--- src/rtl/c20_pipe.sv ---
// c20_pipe: pipelined multi-channel C20 cone with valid/ready, delivered-vector count and optional MISR (C20_PIPE_MISR_EN)
module c20_pipe #(
  parameter int CHANNELS = 4,
  parameter int CNT_W = 16,
  parameter int SIG_W = 16,
  parameter logic [SIG_W-1:0] SIG_POLY = 16'h002D
) (
  input  logic                    CK,
  input  logic                    RSTn,
  input  logic                    in_valid,
  output logic                    in_ready,
  input  logic [16*CHANNELS-1:0]  in_data,
  output logic                    out_valid,
  input  logic                    out_ready,
  output logic [2*CHANNELS-1:0]   out_data,
  input  logic                    clear,
  output logic [CNT_W-1:0]        vec_count,
  output logic [SIG_W-1:0]        signature
);
  logic en, v1, v2, v3, delivered;
  assign en = ~v3 | out_ready;
  assign in_ready = en;
  assign out_valid = v3;
  assign delivered = v3 & out_ready;
  always_ff @(posedge CK or negedge RSTn)
    if (!RSTn) {v1, v2, v3} <= '0;
    else if (en) {v1, v2, v3} <= {in_valid, v1, v2};
  for (genvar k = 0; k < CHANNELS; k++) begin : g_ch
    logic [15:0] gi;
    logic a, b, c, d, e, f, g1, p, q, r, g2, x, fo;
    assign gi = in_data[16*k +: 16];
    // F is redundant by construction; every term is kept as its own register
    always_ff @(posedge CK or negedge RSTn)
      if (!RSTn) {a, b, c, d, e, f, g1, p, q, r, g2, x, fo} <= '0;
      else if (en) begin
        a  <= gi[0] & gi[1];
        b  <= gi[2] | gi[3] | gi[4];
        c  <= gi[5] & gi[6] & gi[7] & gi[8];
        d  <= gi[9] | gi[10];
        e  <= gi[11] & gi[12];
        f  <= ~(gi[13] & gi[14]);
        g1 <= gi[15];
        p  <= a & b & c;
        q  <= ~c;
        r  <= d & e & f;
        g2 <= g1;
        x  <= q ^ r;
        fo <= ~(p & (q ^ r)) | (q ^ r) | (~q & ~r & g2);
      end
    assign out_data[2*k]   = fo;
    assign out_data[2*k+1] = x;
  end
  always_ff @(posedge CK or negedge RSTn)
    if (!RSTn) vec_count <= '0;
    else if (clear) vec_count <= '0;
    else if (delivered && !(&vec_count)) vec_count <= vec_count + CNT_W'(1);
`ifdef C20_PIPE_MISR_EN
  always_ff @(posedge CK or negedge RSTn)
    if (!RSTn) signature <= '0;
    else if (clear) signature <= '0;
    else if (delivered)
      signature <= (signature << 1) ^ (signature[SIG_W-1] ? SIG_POLY : '0) ^ SIG_W'(out_data);
`else
  assign signature = '0;
`endif
endmodule
--- config.mk ---
export PLATFORM = sky130hd
export DESIGN_NAME = c20_pipe
export DESIGN_NICKNAME = d
export VERILOG_FILES = /design/src/rtl/c20_pipe.sv
export SDC_FILE = /design/constraint.sdc
export NUM_CORES = 1
export LEC_CHECK = 0
export ABC_CLOCK_PERIOD_IN_PS = 4010
export BUFFER_PORTS_ARGS = -buffer_cell sky130_fd_sc_hd__buf_2
export CELL_PAD_IN_SITES_DETAIL_PLACEMENT = 0
export CELL_PAD_IN_SITES_GLOBAL_PLACEMENT = 1
export CORE_MARGIN = 3
export CORE_UTILIZATION = 38
export CTS_BUF_LIST = sky130_fd_sc_hd__clkbuf_4
export CTS_CLUSTER_DIAMETER = 120
export DETAILED_ROUTE_END_ITERATION = 7
export PLACE_DENSITY = 0.88
export SYNTH_ARGS = -nofsm -noshare
export SYNTH_HDL_FRONTEND = slang
export SYNTH_SLANG_ARGS = --single-unit
--- constraint.sdc ---
create_clock -name CK -period 4.01 [get_ports CK]
set_clock_uncertainty 0.15 [all_clocks]
set_input_delay 0.6015 -clock CK [delete_from_list [all_inputs] [get_ports CK]]
set_output_delay 0.6015 -clock CK [all_outputs]
set_load 0.01 [all_outputs]
==> results.rst <==
.. list-table::
   :header-rows: 1

   * - Metric
     - Value
   * - Number of rows in the core area
     - 29
   * - Post-route ant nets
     - 0
   * - Post-synthesis instance total
     - 267
   * - HPWL after detailed placement
     - 3.57 mm
   * - Share of the synthesized area in the top cell type
     - 50.2%
   * - Total Neg Setup Slack
     - 0 ps
   * - Cell with the most instances after synthesis
     - dfrtp_1
   * - Hold/Removal Path Class
     - in2async
   * - Remaining Overflow, GRT
     - 0
   * - Measured slew at the worst slew-check pin
     - 927 ps
   * - Critical setup path kind
     - reg2reg
   * - Critical path, cell by cell
     - ha_1 -> nand3_1 -> o41ai_4 -> nor4_2 -> mux2_1
   * - Buffers and inverters on the worst path
     - 0
   * - Mean area per synthesized cell
     - 9.51 µm²
   * - Maximum number of pins on one net before global-route repair
     - 40
   * - Yosys warns
     - 0
   * - Fraction of final layout cells sized beyond drive strength 1
     - 29.5%
   * - Root Buffer Master
     - clkbuf_4
   * - Clock group share of total power
     - 22.5%
   * - Post-CTS setup repair buffer count
     - 0
   * - Switching power share of the total
     - 32.9%
   * - Buffers from clock root to sink, at most
     - 2
   * - Buffers on Ports
     - 70
   * - Top cells by area, synth
     - dfrtp_1, buf_4, nand2_1
   * - Worst reg-to-reg path cell count
     - 5
   * - Combinational fraction of design power
     - 21.7%
   * - Critical-path top delay cell
     - o41ai_4
   * - Worst ir drop on vdd
     - 0.000225 V
   * - Weighted congestion reported at the end of routability-driven placement
     - 0.826
   * - Area growth from synthesis to final layout
     - 13.4%
   * - Total core area
     - 0.00642 mm²
   * - Flop pwr share
     - 55.7%
   * - Utilization after layout
     - 44.9%
   * - Cts repair resizes
     - 0
   * - Wire length of the first global-routing pass
     - 8.16 mm
   * - Maximum clock frequency
     - 0.407 GHz
   * - TritonCTS clock tree
     - done
   * - Count of different cell masters after synthesis
     - 40
   * - Endpoint type of the worst setup path
     - flip-flop
   * - Clock slew seen by the registers of the worst setup and hold paths
     - 160 ps
   * - Detailed-route vias per instance
     - 4.94
   * - Cell taking the most area after synthesis
     - dfrtp_1
   * - Arrival time worst endpoint
     - 2580 ps
   * - Iteration count of the initial detailed-routing pass
     - 4
   * - Routed len/inst
     - 12.3 µm
   * - Time the worst path needs with I/O delays and setup
     - 2460 ps
   * - Maximum level of the CTS H-tree
     - 2
   * - Final setup vio count
     - 0
   * - Num ports
     - 111
   * - Run status
     - completed
   * - All-layer global routing usage
     - 13.4%
   * - Number of antenna violations at the first check in global routing
     - 0
   * - Number of global-route vias before repair
     - 1771
   * - Dominant synthesized flop cell
     - dfrtp_1
   * - Part of the Yosys area used for sequential elements
     - 50.2%
   * - Post-synth design cell area
     - 0.00254 mm²
   * - Yosys reg bits
     - 51
   * - Sum of routed wire length over all layers
     - 4.95 mm
   * - Initial cell density of the core
     - 39.5%
   * - Count of unresolved DRC violations after routing
     - 0
   * - RR Startpoint
     - vec_count[0]
   * - Startpoint Class
     - flip-flop
   * - Most used standard cells in the synthesized netlist
     - dfrtp_1, nand2_1, buf_4
   * - Nets@finish
     - 398
   * - Endpoint of the most critical register-to-register path
     - vec_count[11]
   * - Final hold vios
     - 0
   * - Cell total after placement
     - 394
   * - Num Clock Sinks
     - 51
   * - Setup repair after global routing missed its margin
     - false
   * - Clock latency reported for the late side of the worst-skew pair
     - 370 ps
   * - Horizontal die dimension
     - 87.8 µm
   * - Req. time, crit path
     - 4130 ps
   * - Sw Pwr
     - 366 µW
   * - CTS Buf Count
     - 5
   * - Number of DRC violations after detailed-routing iteration 0
     - 80
   * - Max FO, Critical Path
     - 19
   * - Non-filler instance count after layout
     - 402
   * - Final period utilization
     - 61.2%
   * - Overall die height
     - 87.8 µm
   * - Power Density
     - 386 mW/mm²
   * - Maxcap violations
     - 0
   * - Top cell family by delay on the critical path
     - compound AO/OA/AOI/OAI gates
   * - Quantity of hold-fixing buffers added after cts
     - 0
   * - Slowest cell delay on critical path
     - 910 ps
   * - FFs w/ async S/R, synth
     - 100%
   * - Final max-slew violation count
     - 0
   * - Worst setup slack for register-to-register paths
     - 1550 ps
   * - Static leakage power
     - 1.38 nW
   * - Vias
     - 1986
   * - Number of synthesized flops with an enable pin
     - 0
   * - Number of antenna diodes
     - 0
   * - Die outline area
     - 0.00770 mm²
   * - Power Internal
     - 747 µW
   * - Tightest slew margin relative to the limit
     - 38.0%
## how the worst max path moves through the flow
stage                       startpoint       endpoint  depth (start not counted)
after floorplan              out_ready       in_ready                          4
after detailed placement  vec_count[0]  vec_count[11]                          5
after global routing      vec_count[1]  vec_count[11]                          5
after global placement    vec_count[0]  vec_count[11]                          5
final                     vec_count[0]  vec_count[11]                          5
after CTS                 vec_count[0]  vec_count[11]                          5
## placed cells by master (no fill, tap or decap), types with 2 or more instances in the layout
cell type	instances
or4_2	3
clkbuf_4	5
nor3_1	2
a21oi_1	15
ha_1	5
inv_6	2
and4_1	3
or4_1	3
dfrtp_1	51
o31ai_1	6
nand3_1	10
nor4_1	2
buf_4	3
or3_2	4
nor2_1	14
inv_1	11
o21ai_0	16
buf_2	70
nand2b_1	5
nand2_1	44
conb_1	16
nand4_1	13
a31oi_1	4
## power groups by stage
| stage | clock network, mW | registers [mW] | logic (mW) |
|---|---|---|---|
| finish | 0.251 | 0.620 | 0.242 |
| detailed placement | 0 | 0.632 | 0.247 |
| global route | 0.278 | 0.631 | 0.279 |
| global placement | 0 | 0.630 | 0.243 |
| floorplan | 0 | 0.626 | 0.199 |
| CTS | 0.264 | 0.622 | 0.248 |
## cells by family (layout without fill, tap and decap cells)
kind of cell | after synthesis | count (layout) | share of synthesized area, %
DFF | 51 | 51 | 50.2
muxes | 3 | 3 | 1.28
adders and majority gates | 5 | 5 | 2.46
AOI/OAI and AO/OA | 43 | 43 | 10.3
and+or+nand+nor | 112 | 112 | 23.3
xor gates and xnor gates | 2 | 2 | 0.690
other | 1 | 16 | 0.148
buffers and inverters | 50 | 93 | 11.6
## sequential cells by signal (all words and copies together), names as in the netlist
register and count:
g_ch.c 4, g_ch.fo 4, v1 1, g_ch.e 4, g_ch.f 4, v2 1
vec_count 16, g_ch.r 4, out_valid 1, g_ch.x 4, g_ch.d 4, g_ch.q 4
## final cells by class
class	count	area (µm²)
fillers	638	3540
flip-flops and latches	51	1280
multi-input cells	181	1030
repair buffers	73	373
well taps	77	96.3
inverters	12	45.0
clock buffers	5	37.5
clock inverters	3	25.0
## metal layers
layer	global-route usage [%]	vias to the layer above	part of all wire (%)
met4	4.32	0	0.75
met2	21.4	64	47
met1	17.7	925	46
met5	0	-	0
li1	-	992	-
met3	3.39	5	5.8
## metrics by stage
step | hold WS (ps) | setup WS, ps | cell area, µm² | total power, mW
2_1_floorplan | 156 | 1880 | 2600 | 0.825
3_3_place_gp | 276 | 1600 | 2820 | 0.873
3_5_place_dp | 288 | 1580 | 2820 | 0.879
4_1_cts | 21.6 | 1550 | 2880 | 1.13
5_1_grt | 44.8 | 1370 | 2880 | 1.19
6_report | 30.6 | 1550 | 2880 | 1.11
## worst reg2reg max path: cells and delay by family (launching register included)
family | cells | cell delay (ps)
adders and majority gates | 1 | 210
muxes | 1 | 350
DFF | 1 | 450
AOI/OAI and AO/OA | 1 | 920
and+or+nand+nor | 2 | 290
No activity file was read; power rests on OpenSTA's default activity.
